===== src/rtl/alu_arbiter.sv =====
// Two-requester round-robin front end for a single shared combinational ALU.
// One operation in flight at a time: accept, issue to the ALU, hold the response until taken.
module alu_arbiter #(
  parameter int unsigned W = 32
) (
  input  logic         clk,
  input  logic         rst_n,
  input  logic         req0_valid,
  input  logic         req1_valid,
  output logic         req0_ready,
  output logic         req1_ready,
  input  logic [3:0]   req0_ctl,
  input  logic [3:0]   req1_ctl,
  input  logic [W-1:0] req0_a,
  input  logic [W-1:0] req0_b,
  input  logic [W-1:0] req1_a,
  input  logic [W-1:0] req1_b,
  output logic         rsp0_valid,
  output logic         rsp1_valid,
  input  logic         rsp0_ready,
  input  logic         rsp1_ready,
  output logic [W-1:0] rsp0_out,
  output logic [W-1:0] rsp1_out,
  output logic         rsp0_zero,
  output logic         rsp1_zero,
  output logic [3:0]   alu_ctl,
  output logic [W-1:0] alu_a,
  output logic [W-1:0] alu_b,
  input  logic [W-1:0] alu_out,
  input  logic         alu_zero,
  output logic [15:0]  ops_done
);

  typedef enum logic [1:0] {StIdle, StIssue, StResp} state_e;

  state_e         state_q, state_d;
  logic           grant_q, grant_d;
  logic           last_q, last_d;
  logic [3:0]     ctl_q, ctl_d;
  logic [W-1:0]   a_q, a_d;
  logic [W-1:0]   b_q, b_d;
  logic [W-1:0]   res_q, res_d;
  logic           zero_q, zero_d;
  logic [15:0]    ops_q, ops_d;
  logic           any_valid;
  logic           pick;

  assign any_valid = req0_valid | req1_valid;
  // On a tie the requester not served last wins; otherwise whichever is valid.
  assign pick      = (req0_valid && req1_valid) ? ~last_q : ~req0_valid;

  always_comb begin
    state_d    = state_q;
    grant_d    = grant_q;
    last_d     = last_q;
    ctl_d      = ctl_q;
    a_d        = a_q;
    b_d        = b_q;
    res_d      = res_q;
    zero_d     = zero_q;
    ops_d      = ops_q;
    req0_ready = 1'b0;
    req1_ready = 1'b0;
    rsp0_valid = 1'b0;
    rsp1_valid = 1'b0;
    unique case (state_q)
      StIdle: begin
        if (any_valid) begin
          grant_d    = pick;
          ctl_d      = pick ? req1_ctl : req0_ctl;
          a_d        = pick ? req1_a : req0_a;
          b_d        = pick ? req1_b : req0_b;
          // Ready is masked during reset so nothing appears accepted while rst_n is low.
          req0_ready = rst_n & ~pick;
          req1_ready = rst_n & pick;
          state_d    = StIssue;
        end
      end
      StIssue: begin
        res_d   = alu_out;
        zero_d  = alu_zero;
        state_d = StResp;
      end
      StResp: begin
        rsp0_valid = ~grant_q;
        rsp1_valid = grant_q;
        if (grant_q ? rsp1_ready : rsp0_ready) begin
          state_d = StIdle;
          ops_d   = ops_q + 16'd1;
          last_d  = grant_q;
        end
      end
      default: state_d = StIdle;
    endcase
  end

  always_ff @(posedge clk or negedge rst_n) begin
    if (!rst_n) begin
      state_q <= StIdle;
      grant_q <= 1'b0;
      last_q  <= 1'b1;
      ctl_q   <= '0;
      a_q     <= '0;
      b_q     <= '0;
      res_q   <= '0;
      zero_q  <= 1'b0;
      ops_q   <= '0;
    end else begin
      state_q <= state_d;
      grant_q <= grant_d;
      last_q  <= last_d;
      ctl_q   <= ctl_d;
      a_q     <= a_d;
      b_q     <= b_d;
      res_q   <= res_d;
      zero_q  <= zero_d;
      ops_q   <= ops_d;
    end
  end

  assign alu_ctl   = ctl_q;
  assign alu_a     = a_q;
  assign alu_b     = b_q;
  assign rsp0_out  = res_q;
  assign rsp1_out  = res_q;
  assign rsp0_zero = zero_q;
  assign rsp1_zero = zero_q;
  assign ops_done  = ops_q;

endmodule


===== config.mk =====
export PLATFORM = sky130hd
export DESIGN_NAME = alu_arbiter
export DESIGN_NICKNAME = d
export VERILOG_FILES = /design/src/rtl/alu_arbiter.sv
export SDC_FILE = /design/constraint.sdc
export NUM_CORES = 1
export LEC_CHECK = 0
export BUFFER_PORTS_ARGS = -buffer_cell sky130_fd_sc_hd__buf_4
export CAP_MARGIN = 5
export CORE_AREA = 2 2 129 131
export CTS_CLUSTER_SIZE = 16
export DETAILED_ROUTE_END_ITERATION = 7
export DIE_AREA = 0 0 131 133
export HOLD_SLACK_MARGIN = 0.1
export PLACE_DENSITY = 0.72
export SLEW_MARGIN = 40
export SYNTH_ARGS = -nofsm -noshare
export SYNTH_HDL_FRONTEND = slang
export SYNTH_SLANG_ARGS = --single-unit

===== constraint.sdc =====
create_clock -name clk -period 1.8 [get_ports clk]
set_input_delay 0.09 -clock clk [delete_from_list [all_inputs] [get_ports clk]]
set_output_delay 0.09 -clock clk [all_outputs]
set_load 0.01 [all_outputs]

==> results.py <==
metrics = {
    "detailed_routing": {
        "drt-wirelength-per-cell_um": 16.6,
        "drtAntennaViolNets": 0,
        "vias": 5503,
        "drc": 0,
        "first_iter_violations": 209,
        "dr.pass1.iters": 7,
        "finalWirelength_um": 19600,
        "routed_via_density": 4.67,
    },
    "place": {
        "gp_routability_congestion": 0.762,
        "dp.cells": 970,
        "pre_cts_ws_ns": 0.303,
        "hpwl_um": 11600,
        "buffer_ports.inserted": 328,
    },
    "cells_and_area": {
        "filler_cell_count": 1156,
        "layout-drive-gt1-share_pct": 42.9,
        "nets": 1121,
        "syn2layout_area_growth_pct": 90.1,
        "stdcell_count": 1179,
    },
    "logic_synthesis": {
        "synth.most_common_cell": "dfrtp_1",
        "ys_seq_area_share_pct": 55.2,
        "synth_top_cell_by_area": "dfrtp_1",
        "netlist_top_cells_area": "dfrtp_1 (55%), mux2i_1 (12%), mux2_2 (7.2%), a21oi_1 (6.2%), buf_4 (5.6%)",
        "synth_top_cell_area_share_pct": 54.7,
        "avgSynthCellArea_um2": 11.6,
        "ys_types": 30,
        "synthTopCellsByCount": "dfrtp_1 (120), nor2_1 (71), a21oi_1 (68), mux2i_1 (68), buf_4 (41)",
        "ys.warnings.count": 0,
        "synthFlopType": "dfrtp_1",
        "synth_nets": 651,
        "synth_area_mm2": 0.00549,
        "synth-edff-count": 0,
        "postSynthCellCount": 475,
        "ys_async_sr_fraction_pct": 100,
        "synth-seq-cells": 121,
    },
    "cts": {
        "clk_latency_ns": 0.41,
        "numCtsBuffers": 17,
        "cts_tree": "done",
        "cts.sinks": 121,
        "cts-root-buf": "clkbuf_16",
        "h-tree-depth": 4,
        "cts_buffer_depth": 2,
        "clk_pin_slew_worst_paths_ns": 0.05,
    },
    "timing": {
        "finClkSkew_ns": 0.0120,
        "slew_headroom_pct": 60.1,
        "rsz0062_at_grt": "true",
        "finalSetupViolations": 0,
        "fmax_mhz": 578,
        "hold_viol": 0,
        "worstMarginPinSlew_ns": 0.599,
        "finalWorstSetupSlack_ns": 0.0710,
        "fin_crit_sh_pct": 96.1,
        "slew_viol_final": 0,
        "fin_crit_ns": 1.73,
    },
    "flow_run": {
        "drv_cap": 0,
    },
    "global_routing": {
        "grtUsageMet3_pct": 6.23,
        "grt_util_all_layers_pct": 21.9,
        "use_met2_pct": 38.3,
        "grt_pass1_vias": 5803,
        "busiest_layer": "met2",
        "grt_max_degree": 70,
        "grt_pass1_wl_um": 29400,
        "antenna_found_initial": 0,
        "grt_util_met1_pct": 23.9,
        "overflow": 0,
    },
    "critical_path": {
        "r2r_start": "state_q[0]",
        "critical-path-top-delay-family": "flip-flops",
        "startpoint_type": "flop",
        "slowest_delay_ns": 0.55,
        "ff2ff_path_depth": 6,
        "critPathLaunch": "last_q",
        "slowest_stage": "dfstp_2",
        "crit_required_ns": 1.71,
        "r2r_setup_slack_ns": 0.26,
        "critPathArrivalTime_ns": 1.64,
        "path_depth": 3,
        "endpoint_kind": "output port",
        "worst-setup-path-type": "flop to output port",
        "critPathBufInv": 1,
        "path_cells": "o21ai_4, nor4b_1, buf_4",
        "worstReg2RegEnd": "alu_a[27]",
        "worstPathMaxFanout": 4,
        "crit_path_end": "req0_ready",
    },
    "die": {
        "die_w_um": 131,
        "die_area_mm2": 0.0174,
        "die_h_um": 133,
        "coreArea_mm2": 0.0162,
        "rows": 47,
        "start_util_pct": 33.9,
        "io_pins": 329,
    },
    "pwr": {
        "power_density_mw_per_mm2": 1510,
        "peakVddDrop_v": 0.000929,
        "p_total_mw": 15.8,
        "power_leakage_nw": 5.12,
    },
    "outcome": {
        "status": "finished, final reports clean",
    },
    "hold_path": {
        "hold_path_class": "primary input to asynchronous set/reset pin",
    },
}
==> worst reg2reg max path: stages (launching register included) <==
cell and delay, ns:
dfrtp_1 0.43, nor3_4 0.26, buf_4 0.18, buf_4 0.13, buf_12 0.21, nor2_1 0.11, a21oi_1 0.15
==> how the worst min path moves through the flow <==
stage	endpoint	slack [ns]
floorplan	alu_a[0]	-0.21
finish	last_q	0.28
detailed placement	grant_q	-0.05
global placement	state_q[0]	-0.05
CTS	last_q	0.25
global route	last_q	0.26
==> layout by cell type, fill, tap and decap left out, types with 4 or more instances in the layout <==
master / synthesis / final
clkbuf_16: 0 / 18
nand4_1: 5 / 5
mux2_2: 35 / 35
dfrtp_1: 120 / 120
mux2i_1: 68 / 68
dlygate4sd3_1: 0 / 173
nand2_1: 6 / 6
nor2_1: 71 / 71
nand3_1: 4 / 4
bufinv_16: 0 / 5
buf_4: 41 / 331
buf_12: 0 / 7
xnor2_1: 12 / 12
a21oi_1: 68 / 68
and3_1: 4 / 4
==> power by group <==
group | total, mW | internal, mW | switching (mW)
logic | 7.13 | 3.82 | 3.31
clock network | 3.77 | 2.53 | 1.24
registers | 4.87 | 3.98 | 0.887
==> stage by stage <==
step	hold slack [ns]	cell area (um2)	TNS, ns	utilization, %
floorplan	-0.206	5490	0	-
global placement	-0.0494	7980	0	49.4
detailed placement	-0.0509	7980	0	49.4
CTS	0.246	10400	0	64.3
global route	0.260	10400	-0.000198	64.5
finish	0.278	10400	0	64.5
==> routing by layer <==
| layer | wire, um | up-vias |
|---|---|---|
| met1 | 7360 | 2632 |
| met3 | 1430 | 50 |
| met5 | 0 | - |
| met4 | 680 | 0 |
| li1 | - | 2546 |
| met2 | 10100 | 275 |
==> registers in the layout, indices dropped and copies added (netlist names) <==
register / count
alu_a: 32
alu_b: 32
alu_ctl: 4
grant_q: 1
last_q: 1
ops_done: 16
rsp0_out: 32
rsp0_zero: 1
state_q: 2
==> logic make-up after synthesis <==
kind of cell               synth area share, %
AOI/OAI and AO/OA                         6.54
buffers and inverters                     7.66
adders and majority gates                0.228
xor gates and xnor gates                  2.39
and+or+nand+nor                           8.14
DFF                                       55.2
muxes                                     19.9
==> layout make-up <==
class	instances	area, um2	area share, %
Sequential cell	121	3030	29.0
Clock inverter	11	194	1.86
Multi-Input combinational cell	291	2060	19.7
Inverter	1	3.75	0.0360
Clock buffer	21	460	4.41
Tap cell	220	275	2.64
Timing Repair Buffer	513	4410	42.3
Antenna cell	1	2.50	0.0240
==> what timing repair did <==
item / in CTS / in global routing
setup endpoints to repair: 1 / 2
pin swaps: 0 / 2
gates cloned: 1 / 1
setup buffers: 0 / 1
resized for setup: 0 / 0
hold buffers: 173 / 0
endpoints found under the hold margin: 224 / 0
Note: power is estimated with default switching activity, not from simulation.
